## src/rtl/multi_channel_clock_divider.sv

```systemverilog
`default_nettype none
// ============================================================================
//  Module      : multi_channel_clock_divider
//  Description : NUM_CH independent programmable clock dividers driven from
//                clk_in. Each channel has its own period, high time and run
//                enable. A valid/ready port reconfigures one channel at a
//                time, either restarting it immediately or deferring the new
//                setting glitch-free to the end of the current period.
//  Ports       : clk_in      - single clock, all logic on posedge
//                rst         - synchronous active-high reset
//                ch_en       - per-channel run enable (level)
//                cfg_valid   - configuration request
//                cfg_ready   - configuration accept (combinational on cfg_ch)
//                cfg_ch      - target channel
//                cfg_mode    - 0 = deferred to period boundary, 1 = immediate
//                cfg_period  - period in clk_in cycles (legal >= 2)
//                cfg_high    - high cycles per period (legal 1..period-1)
//                clk_out     - divided clocks (registered)
//                rise_pulse  - one-cycle strobe in the cycle clk_out rises
//                cfg_err     - one-cycle pulse after an illegal transfer
//  Revision    : 1.0 - initial release
// ============================================================================
module multi_channel_clock_divider #(
    parameter int NUM_CH    = 4,
    parameter int DIV_WIDTH = 16,
    // Derived from NUM_CH; leave at its default.
    parameter int CH_W      = (NUM_CH > 1) ? $clog2(NUM_CH) : 1
) (
    input  logic                 clk_in,
    input  logic                 rst,
    input  logic [NUM_CH-1:0]    ch_en,
    input  logic                 cfg_valid,
    output logic                 cfg_ready,
    input  logic [CH_W-1:0]      cfg_ch,
    input  logic                 cfg_mode,
    input  logic [DIV_WIDTH-1:0] cfg_period,
    input  logic [DIV_WIDTH-1:0] cfg_high,
    output logic [NUM_CH-1:0]    clk_out,
    output logic [NUM_CH-1:0]    rise_pulse,
    output logic                 cfg_err
);

    localparam logic [DIV_WIDTH-1:0] c_RST_PERIOD = DIV_WIDTH'(2);
    localparam logic [DIV_WIDTH-1:0] c_RST_HIGH   = DIV_WIDTH'(1);

    logic [NUM_CH-1:0] w_pending;
    logic              w_ch_ok;
    logic              w_ready;
    logic              w_legal;
    logic              w_xfer;
    logic              w_good;

    // cfg_ch may address a channel that does not exist (when NUM_CH is not a
    // power of two); such a channel never has anything pending, so ready=1.
    always_comb begin
        w_ready = 1'b1;
        w_ch_ok = 1'b0;
        for (int i = 0; i < NUM_CH; i++) begin
            if (cfg_ch == CH_W'(i)) begin
                w_ch_ok = 1'b1;
                if (w_pending[i]) begin
                    w_ready = 1'b0;
                end
            end
        end
    end

    assign cfg_ready = w_ready;
    assign w_legal   = w_ch_ok
                     && (cfg_period >= c_RST_PERIOD)
                     && (cfg_high != '0)
                     && (cfg_high < cfg_period);
    // Transfers presented while reset is asserted are dropped.
    assign w_xfer    = cfg_valid && w_ready && !rst;
    assign w_good    = w_xfer && w_legal;

    always_ff @(posedge clk_in) begin
        if (rst) begin
            cfg_err <= 1'b0;
        end else begin
            cfg_err <= w_xfer && !w_legal;
        end
    end

    for (genvar gi = 0; gi < NUM_CH; gi++) begin : g_ch
        logic [DIV_WIDTH-1:0] r_cnt;
        logic [DIV_WIDTH-1:0] r_period;
        logic [DIV_WIDTH-1:0] r_high;
        logic [DIV_WIDTH-1:0] r_sh_period;
        logic [DIV_WIDTH-1:0] r_sh_high;
        logic                 r_run;
        logic                 r_pend;
        logic                 r_clk;
        logic                 r_rise;
        logic                 w_sel;
        logic                 w_wrap;
        logic                 w_apply;
        logic [DIV_WIDTH-1:0] w_cnt_nxt;
        logic                 w_clk_nxt;

        assign w_sel     = w_good && (cfg_ch == CH_W'(gi));
        assign w_wrap    = (r_cnt == (r_period - DIV_WIDTH'(1)));
        assign w_cnt_nxt = w_wrap ? '0 : (r_cnt + DIV_WIDTH'(1));
        assign w_clk_nxt = (w_cnt_nxt < r_high);
        // A pending setting lands at the period boundary, or on the next
        // edge if the channel is not running (including while disabled).
        assign w_apply   = r_pend && (!ch_en[gi] || !r_run || w_wrap);

        always_ff @(posedge clk_in) begin
            if (rst) begin
                r_cnt       <= '0;
                r_run       <= 1'b0;
                r_clk       <= 1'b0;
                r_rise      <= 1'b0;
                r_pend      <= 1'b0;
                r_period    <= c_RST_PERIOD;
                r_high      <= c_RST_HIGH;
                r_sh_period <= c_RST_PERIOD;
                r_sh_high   <= c_RST_HIGH;
            end else begin
                // Configuration registers: immediate > new deferred > apply.
                // A new deferred request needs pending=0, so it never
                // coincides with an apply.
                if (w_sel && cfg_mode) begin
                    r_period <= cfg_period;
                    r_high   <= cfg_high;
                    r_pend   <= 1'b0;
                end else if (w_sel) begin
                    r_sh_period <= cfg_period;
                    r_sh_high   <= cfg_high;
                    r_pend      <= 1'b1;
                end else if (w_apply) begin
                    r_period <= r_sh_period;
                    r_high   <= r_sh_high;
                    r_pend   <= 1'b0;
                end

                // Waveform: disable > immediate restart / start > count.
                if (!ch_en[gi]) begin
                    r_cnt  <= '0;
                    r_run  <= 1'b0;
                    r_clk  <= 1'b0;
                    r_rise <= 1'b0;
                end else if ((w_sel && cfg_mode) || !r_run) begin
                    r_cnt  <= '0;
                    r_run  <= 1'b1;
                    r_clk  <= 1'b1;
                    r_rise <= ~r_clk;
                end else begin
                    // At a boundary w_cnt_nxt is 0 and high >= 1, so the new
                    // period (old or newly applied) always starts high.
                    r_cnt  <= w_cnt_nxt;
                    r_clk  <= w_clk_nxt;
                    r_rise <= w_clk_nxt & ~r_clk;
                end
            end
        end

        assign w_pending[gi]  = r_pend;
        assign clk_out[gi]    = r_clk;
        assign rise_pulse[gi] = r_rise;
    end : g_ch

endmodule : multi_channel_clock_divider
`default_nettype wire

```

## config.mk

```make
export PLATFORM = sky130hd
export DESIGN_NAME = multi_channel_clock_divider
export DESIGN_NICKNAME = d
export VERILOG_FILES = /design/src/rtl/multi_channel_clock_divider.sv
export SDC_FILE = /design/constraint.sdc
export NUM_CORES = 1
export LEC_CHECK = 0
export ABC_AREA = 1
export CAP_MARGIN = 10
export CORE_UTILIZATION = 58
export CTS_BUF_LIST = sky130_fd_sc_hd__clkbuf_4 sky130_fd_sc_hd__clkbuf_8
export DETAILED_ROUTE_END_ITERATION = 16
export PLACE_DENSITY = 0.83
export REMOVE_ABC_BUFFERS = 1
export SLEW_MARGIN = 40
export SYNTH_ARGS = -nofsm -noshare
export SYNTH_HDL_FRONTEND = slang
export SYNTH_SLANG_ARGS = --single-unit
export TNS_END_PERCENT = 100
```

## constraint.sdc

```tcl
create_clock -name clk_in -period 3.2 [get_ports clk_in]
set_input_delay 0.64 -clock clk_in [delete_from_list [all_inputs] [get_ports clk_in]]
set_output_delay 0.64 -clock clk_in [all_outputs]
set_load 0.01 [all_outputs]
```

==> summary.txt, run 1 <==
Place
  – Dpl hpwl: about 38 mm
  – GP Congestion: around 0.94
  – Dpl cells: 2911
  – Port Buffers: 51

Route
  – Via count: around 18000
  – DRC Markers: 0
  – Antenna Nets Post-Route: 0
  – DR vias/cell: approximately 5.8
  – Initial DRC count: about 1900
  – Pre-antenna DRT Iters: 8
  – Final wirelength: around 55 mm
  – WL per Instance: 18.0 µm

Die
  – # IOs: between 50 and 60
  – Core area: a little under 30000 µm²
  – Die Span Y: approximately 180 µm
  – Starting Density: between 50% and 60%
  – FP Rows: 63
  – Die area: between 30000 and 40000 µm²
  – Die Span X: about 180 µm

Critical path
  – Crit-path cells: nor2_4 -> nand2_4 -> nor2_4 -> buf_6 -> xnor3_1 -> nor2_1 -> nand3_1 -> nor4_4 -> buf_4 -> buf_8 -> nor2_1 -> ha_1 -> nand4_1 -> nor3_2 -> nand2_2 -> nand2_2 -> nand2_1 -> nand2_1 -> nor2_1
  – Crit-path max FO: 7
  – Max incr delay on CP: ~0.38 ns
  – Critical Path RT: approximately 3.7 ns
  – Critical Path Start Type: flip-flop
  – CP dominant cell by count: nor2_1
  – Crit. End Element: flip-flop
  – Crit path kind: reg2reg
  – Data arrival, critical path: between 3 and 4 ns
  – Slowest CP cell: dfxtp_4

Clock tree
  – TritonCTS Buffers: between 50 and 60
  – Root Buffer: clkbuf_8
  – Clk sinks: 337
  – Worst-Skew Late Latency: approximately 0.6 ns
  – Hold_buf cts: 0
  – H-Tree Depth: 2
  – Clock transition at path regs: roughly 0.070 ns
  – CTS Buffer Depth: 3
  – CTS tree: yes

GRT
  – GRT Total Usage: 33.9%
  – Initial antenna violation count: 0
  – Largest net degree at the start of global routing: between 100 and 150
  – Vias in the first global route: ~16000
  – First-pass GRT wire length: 83.0 mm
  – GRT overflow: 0

Timing
  – Unrepaired setup endpoints after global routing: true
  – Final Setup Violations: 2
  – Worst slew margin: between 40 and 50%
  – Final Worst Setup Slack: -0.0229 ns
  – Period utilisation layout: 101%
  – Endpoints failing hold: 0
  – Least-Margin Pin Slew: about 0.75 ns
  – Setup Total Neg Slack: -0.0375 ns
  – Min cycle time layout: about 3.2 ns
  – Max Clk Rate: 0.310 GHz
  – Clk_skew: between 0.015 and 0.02 ns
  – Max-slew violations: 0

Synthesis
  – Post-synth cell types: 44
  – Number of synthesized register bits: between 300 and 400
  – Post-Syn Area: 17600 µm²
  – Register area share after synthesis: a little under two fifths
  – Yosys warns: 0
  – Syn_area_per_cell: 7.16 µm²
  – Gate Count Post-Synth: approximately 2500

Final layout
  – # nets final: between 2000 and 3000
  – Layout Utilization: 71.0%
  – Post-route insts no fill: a little over 3000
  – P&R area growth vs syn: 19.8%
  – Share of layout cells above drive strength 1: ~15%

Status
  – Failing checks: negative setup slack
  – Status: finished with violations

Job
  – Maxcap violations: 0

Min path
  – Hold WC Path Type: reg2reg

Pwr
  – Tot Pwr: between 9 and 10 mW
  – Max IR drop VDD: 0.000359 V
  – Pwr dens: approximately 440 nW/µm²
  – Pleak: between 9 and 10 nW
==> synth_stat cells, drive strengths merged <==
library cell  instances  area, µm²
a21oi               240       1200
nand2               577       2180
and3                  1       6.26
clkbuf               40        150
a221oi                3       32.5
nand3                61        323
dfxtp               337       6750
o2111ai               1       8.76
buf                  75        410
xnor2                36        315
o211ai                5       37.5
a22oi                90        676
or2                   3       18.8
nor3b                 2       15.0
xnor3                 2       45.0
o21bai                2       15.0
nand4                27        169
nand3b               17        128
o21ai               141        706
nor3                 63        320
inv                 281       1050
and2                  3       18.8
o221a                 4       45.0
nor4                 11       68.8
ha                   83       1040
clkinv                1       3.75
a31oi                31        209
a211oi               10       75.1
nor2                248       1030
o31ai                 1       7.51
xor2                 62        543
==> path summary, 6_finish.rpt <==
| check | from | endpoint | slack [ns] | cells after the start |
|---|---|---|---|---|
| worst max-delay path | g_ch[3].r_period[2]$_SDFFE_PP0P_ | g_ch[3].r_rise$_SDFF_PP0_ | -0.02 | 19 |
| worst min-delay path | g_ch[2].r_clk$_SDFF_PP0_ | g_ch[2].r_rise$_SDFF_PP0_ | 0.41 | 1 |
| worst max register to register | g_ch[3].r_period[2]$_SDFFE_PP0P_ | g_ch[3].r_rise$_SDFF_PP0_ | -0.02 | 19 |
| worst min register to register | g_ch[2].r_clk$_SDFF_PP0_ | g_ch[2].r_rise$_SDFF_PP0_ | 0.41 | 1 |
==> kinds of logic (layout without fill, tap and decap cells) <==
kind of cell	Yosys count	count (layout)	synth area share, %
xor+xnor	100	100	5.13
simple gates	1013	1014	24.3
flops	337	337	38.3
fa+ha+maj	83	83	5.90
other cells	0	1	0
buf+inv	397	591	9.20
compound gates	528	528	17.1
==> per-layer routing <==
metal	GRT usage [%]	vias to the layer above	routed length, µm
met2	55.9	877	25000
met5	0	-	11
met1	43.2	8228	21500
met3	5.92	241	5560
li1	-	8371	-
met4	15.5	2	2890
==> registers in the layout (all words and copies together) (netlist names) <==
signal,cells
g_ch.r_rise,4
g_ch.r_period,64
g_ch.r_run,4
g_ch.r_clk,4
g_ch.r_cnt,64
g_ch.r_sh_high,64
g_ch.r_sh_period,64
cfg_err,1
g_ch.r_pend,4
g_ch.r_high,64
==> cells in the final DEF (no fill, tap or decap), types with 7 or more instances in the layout <==
master | netlist | layout
a211oi_1 | 10 | 7
a21oi_1 | 240 | 237
a22oi_1 | 90 | 90
a31oi_1 | 30 | 30
buf_12 | 0 | 11
buf_4 | 12 | 139
clkbuf_4 | 0 | 8
clkbuf_8 | 0 | 73
clkdlybuf4s50_1 | 0 | 49
clkinv_2 | 0 | 17
dfxtp_1 | 337 | 325
dfxtp_2 | 0 | 7
ha_1 | 83 | 75
inv_1 | 277 | 266
inv_2 | 4 | 13
nand2_1 | 570 | 553
nand2_2 | 7 | 21
nand3_1 | 59 | 54
nand3b_1 | 17 | 17
nand4_1 | 27 | 27
nor2_1 | 231 | 196
nor2_2 | 5 | 26
nor2_4 | 12 | 27
nor3_1 | 62 | 56
nor4_1 | 11 | 9
o21ai_0 | 124 | 124
o21ai_1 | 17 | 17
xnor2_1 | 36 | 36
xor2_1 | 62 | 59
==> through the flow <==
stage                     hold slack [ns]  worst slack, ns  cell area [µm²]
final                               0.410          -0.0229            21100
after global routing                0.426           -0.265            21100
after global placement              0.393           -0.476            19100
after floorplan                     0.429            -1.63            17000
after detailed placement            0.410           -0.445            19100
after CTS                           0.418          0.00592            20500
==> power by group <==
| part | leakage [nW] | total [mW] | switching, mW | internal, mW |
|---|---|---|---|---|
| Sequential | 2.73 | 4.29 | 0.0413 | 4.25 |
| Combinational | 5.63 | 0.897 | 0.571 | 0.326 |
| Clock | 0.653 | 4.11 | 1.81 | 2.30 |
| Total | 9.01 | 9.30 | 2.43 | 6.88 |
==> worst max-delay path, delay by kind of cell (launching register included) <==
family                     cells  cell delay [ns]
buffers and inverters          3             0.45
DFF                            1             0.38
and+or+nand+nor               14             1.74
adders and majority gates      1             0.32
xor gates and xnor gates       1             0.22
==> layout make-up <==
class                           count  area, µm²
Clock buffer                       81       1060
Clock inverter                     20        155
Inverter                          282       1060
Antenna cell                        1       2.50
Timing Repair Buffer              208       1860
Multi-Input combinational cell   1725       9680
Fill cell                        2316       8620
Tap cell                          390        488
Sequential cell                   337       6770
==> repair_timing <==
item,in CTS,in global routing
gates resized for setup,18,127
pin swaps,5,40
buffers inserted,4,25
endpoints found under the setup margin,4,39
gates cloned,2,1
No activity file was read; power rests on OpenSTA's default activity.
==> inputs of run 2 (changes only) <==
--- a/config.mk
+++ b/config.mk
@@ -7,9 +7,11 @@
 export LEC_CHECK = 0
 export ABC_AREA = 1
 export CAP_MARGIN = 10
-export CORE_UTILIZATION = 58
+export CORE_UTILIZATION = 60
 export CTS_BUF_LIST = sky130_fd_sc_hd__clkbuf_4 sky130_fd_sc_hd__clkbuf_8
 export DETAILED_ROUTE_END_ITERATION = 16
+export DONT_BUFFER_PORTS = 1
+export HOLD_SLACK_MARGIN = 0.12
 export PLACE_DENSITY = 0.83
 export REMOVE_ABC_BUFFERS = 1
 export SLEW_MARGIN = 40
==> run 2 against run 1 <==
Effect of this change:
- the flow now finishes without violations
- clock skew increased by 0.012 ns
- non-clock buffer count decreased by 132
- die area decreased by 3.3%
- critical path type unchanged
- flip-flop and latch count unchanged
- sequential power about the same
- register-to-register slack improved by 0.22 ns
- maximum frequency increased by 7.5%
- largest power group unchanged
==> summary.txt, run 2 (synthesized netlist as in run 1, its figures left out) <==
Clock tree
  – TritonCTS Buffers: 55 (was 56)
  – Clock transition at path regs: 0.07 ns (about the same)
  – H-Tree Depth: 2 (unchanged)
  – CTS tree: yes (unchanged)
  – CTS Buffer Depth: 3 (unchanged)
  – Root Buffer: clkbuf_8 (unchanged)
  – Worst-Skew Late Latency: 0.60 ns (about the same)
  – Clk sinks: 337 (unchanged)

Critical path
  – Crit-path cells: inv_4 -> ha_4 -> nand2_4 -> nor2_4 -> nand2_2 -> xor2_1 -> nand2_1 -> nor3_2 -> nand3_2 -> nor4_4 -> buf_6 -> nor2_1 -> ha_1 -> a21oi_2 -> nor2_1 -> a211oi_2 -> o221a_2 -> nand2_1 -> nand2_1 -> nand2_2 -> nor2_1 (was nor2_4 -> nand2_4 -> nor2_4 -> buf_6 -> xnor3_1 -> nor2_1 -> nand3_1 -> nor4_4 -> buf_4 -> buf_8 -> nor2_1 -> ha_1 -> nand4_1 -> nor3_2 -> nand2_2 -> nand2_2 -> nand2_1 -> nand2_1 -> nor2_1)
  – CP top delay family: simple AND/OR/NAND/NOR gates (unchanged)
  – Max incr delay on CP: 0.36 ns (was 0.38 ns)
  – Critical Path Start Type: flip-flop (unchanged)
  – Crit path kind: reg2reg (unchanged)
  – Slowest CP cell: dfxtp_4 (unchanged)
  – Crit-path max FO: 6 (was 7)
  – Crit. End Element: flip-flop (unchanged)
  – Data arrival, critical path: 3.53 ns (was 3.71 ns)
  – Critical Path RT: 3.73 ns (was 3.69 ns)
  – Buf/Inv on CP: 2 (was 3)

Timing
  – Final Setup Violations: 0 (was 2)
  – Min cycle time layout: 3.00 ns (was 3.22 ns)
  – Clk_skew: 0.0287 ns (was 0.0168 ns)
  – WHS: 0.145 ns (was 0.410 ns)
  – Least-Margin Pin Slew: 0.716 ns (was 0.755 ns)
  – Worst slew margin: 52.1% (was 49.6%)
  – Max-slew violations: 0 (unchanged)
  – Endpoints failing hold: 0 (unchanged)
  – Setup Total Neg Slack: 0 ns (was -0.0375 ns)
  – Unrepaired setup endpoints after global routing: true (unchanged)
  – Max Clk Rate: 0.334 GHz (was 0.310 GHz)
  – Period utilisation layout: 93.7% (was 101%)

Die
  – FP Rows: 62 (was 63)
  – Die area: 30000 µm² (was 31100 µm²)
  – Die Span X: 173 µm (was 176 µm)
  – Starting Density: 61.2% (was 59.2%)
  – Die Span Y: 173 µm (was 176 µm)
  – Core area: 28800 µm² (was 29700 µm²)
  – # IOs: 52 (unchanged)

Final layout
  – # nets final: 2601 (was 2735)
  – Commonest non-fill, non-tap cell in the layout: nand2_1 (unchanged)
  – P&R area growth vs syn: 12.6% (was 19.8%)
  – Number of diodes: 0 (was 1)
  – Share of layout cells above drive strength 1: 12.3% (was 15.3%)
  – Commonest non-fill, non-tap cells in the layout: nand2_1 (558), dfxtp_1 (319), inv_1 (267), a21oi_1 (238), nor2_1 (198) (was nand2_1 (553), dfxtp_1 (325), inv_1 (266), a21oi_1 (237), nor2_1 (196))
  – Fillcell total: 2395 (was 2316)

Route
  – DR vias/cell: 5.81 (was 5.82)
  – WL per Instance: 17.9 µm (was 18.0 µm)
  – Final wirelength: 51.9 mm (was 54.9 mm)
  – Initial DRC count: 1611 (was 1917)
  – Pre-antenna DRT Iters: 6 (was 8)
  – DRC Markers: 0 (unchanged)
  – Antenna Nets Post-Route: 0 (unchanged)
  – Via count: 16848 (was 17719)

Pwr
  – Comb power frac: 6.8% (was 9.6%)
  – Pwr dens: 457 nW/µm² (was 441 nW/µm²)
  – Sw Pwr: 2.17 mW (was 2.43 mW)
  – Sw Ratio: 24.0% (was 26.1%)
  – Max IR drop VDD: 0.000375 V (was 0.000359 V)
  – Part of the power in registers: 47.5% (was 46.2%)
  – Pleak: 8.38 nW (was 9.01 nW)
  – Tot Pwr: 9.05 mW (was 9.30 mW)
  – Clock Power Share: 45.8% (was 44.2%)
  – Int Pwr: 6.88 mW (about the same)

Place
  – Dpl hpwl: 35.7 mm (was 37.7 mm)
  – Port Buffers: 0 (was 51)
  – GP Congestion: 0.948 (was 0.943)

Job
  – Maxcap violations: 0 (unchanged)

GRT
  – First-pass GRT wire length: 82.0 mm (was 83.0 mm)
  – Largest net degree at the start of global routing: 140 (unchanged)
  – GRT Total Usage: 33.8% (was 33.9%)
  – Vias in the first global route: 16331 (was 16299)
  – Initial antenna violation count: 0 (unchanged)
  – GRT overflow: 0 (unchanged)

Status
  – Status: finished clean (was finished with violations)

Min path
  – Hold WC Path Type: in2reg (was reg2reg)
run 2: cell types whose count changed in the layout (fill, tap and decap cells not counted), moves of 3 or more:
| cell | before | now |
|---|---|---|
| buf_12 | 11 | 6 |
| buf_4 | 139 | 64 |
| clkbuf_4 | 8 | 19 |
| clkbuf_8 | 73 | 70 |
| clkdlybuf4s50_1 | 49 | 0 |
| clkinv_2 | 17 | 7 |
| dfxtp_1 | 325 | 319 |
| dfxtp_2 | 7 | 10 |
| dfxtp_4 | 5 | 8 |
| ha_1 | 75 | 79 |
| ha_4 | 6 | 3 |
| nand2_1 | 553 | 558 |
| nand2_2 | 21 | 18 |
run 2: timing repair:
action	in CTS	in global routing
cloned	2	0
buffers inserted	3	18
hold buffers	1	0
hold endpoints to repair	1	0
setup endpoints to repair	3	40
pin swaps	5	32
resized for setup	15	113
run 2: path summary, 6_finish.rpt:
kind	startpoint	to	slack [ns]	depth (start not counted)
max	g_ch[3].r_period[0]$_SDFFE_PP0P_	g_ch[3].r_rise$_SDFF_PP0_	0.20	21
max reg2reg	g_ch[3].r_period[0]$_SDFFE_PP0P_	g_ch[3].r_rise$_SDFF_PP0_	0.20	21
min reg2reg	g_ch[2].r_sh_high[0]$_SDFFE_PP1P_	g_ch[2].r_sh_high[0]$_SDFFE_PP1P_	0.46	2
min	rst	g_ch[1].r_period[0]$_SDFFE_PP0P_	0.15	1
run 2: stage by stage:
stage / setup WS [ns] / instances / util, % / area (µm²)
5_1_grt: -0.129 / 2901 / 68.9 / 19800
3_5_place_dp: -0.0635 / 2779 / 62.6 / 18000
6_report: 0.202 / 2901 / 68.9 / 19800
3_3_place_gp: -0.0920 / 2779 / 62.6 / 18000
2_1_floorplan: -1.63 / 2343 / - / 17000
4_1_cts: 0.00572 / 2883 / 67.2 / 19300
run 2: cell type report:
type,instances,area [µm²],share of cell area (%)
clock buffer,89,1110,5.58
clock inverter,9,120,0.606
inverter,282,1070,5.38
multi-input combinational,1724,9590,48.4
sequential,337,6790,34.3
tap,384,480,2.42
timing repair buffer,76,667,3.36
run 2: power groups by stage:
stage	Combinational, mW	Sequential (mW)	Clock (mW)
3_5_place_dp	0.554	4.39	0
6_report	0.611	4.30	4.14
5_1_grt	0.671	4.30	4.36
3_3_place_gp	0.537	4.39	0
2_1_floorplan	0.379	4.38	0
4_1_cts	0.569	4.30	4.15
run 2: routing by layer:
layer  vias up  global-route usage [%]  wire length [µm]  share of wire, %
met3       200                    7.94              4810               9.3
met5         -                    1.76                76              0.15
li1       8108                       -                 -                 -
met1      7802                    42.0             21000                40
met4         2                    16.0              2460               4.7
met2       736                    55.2             23600                45
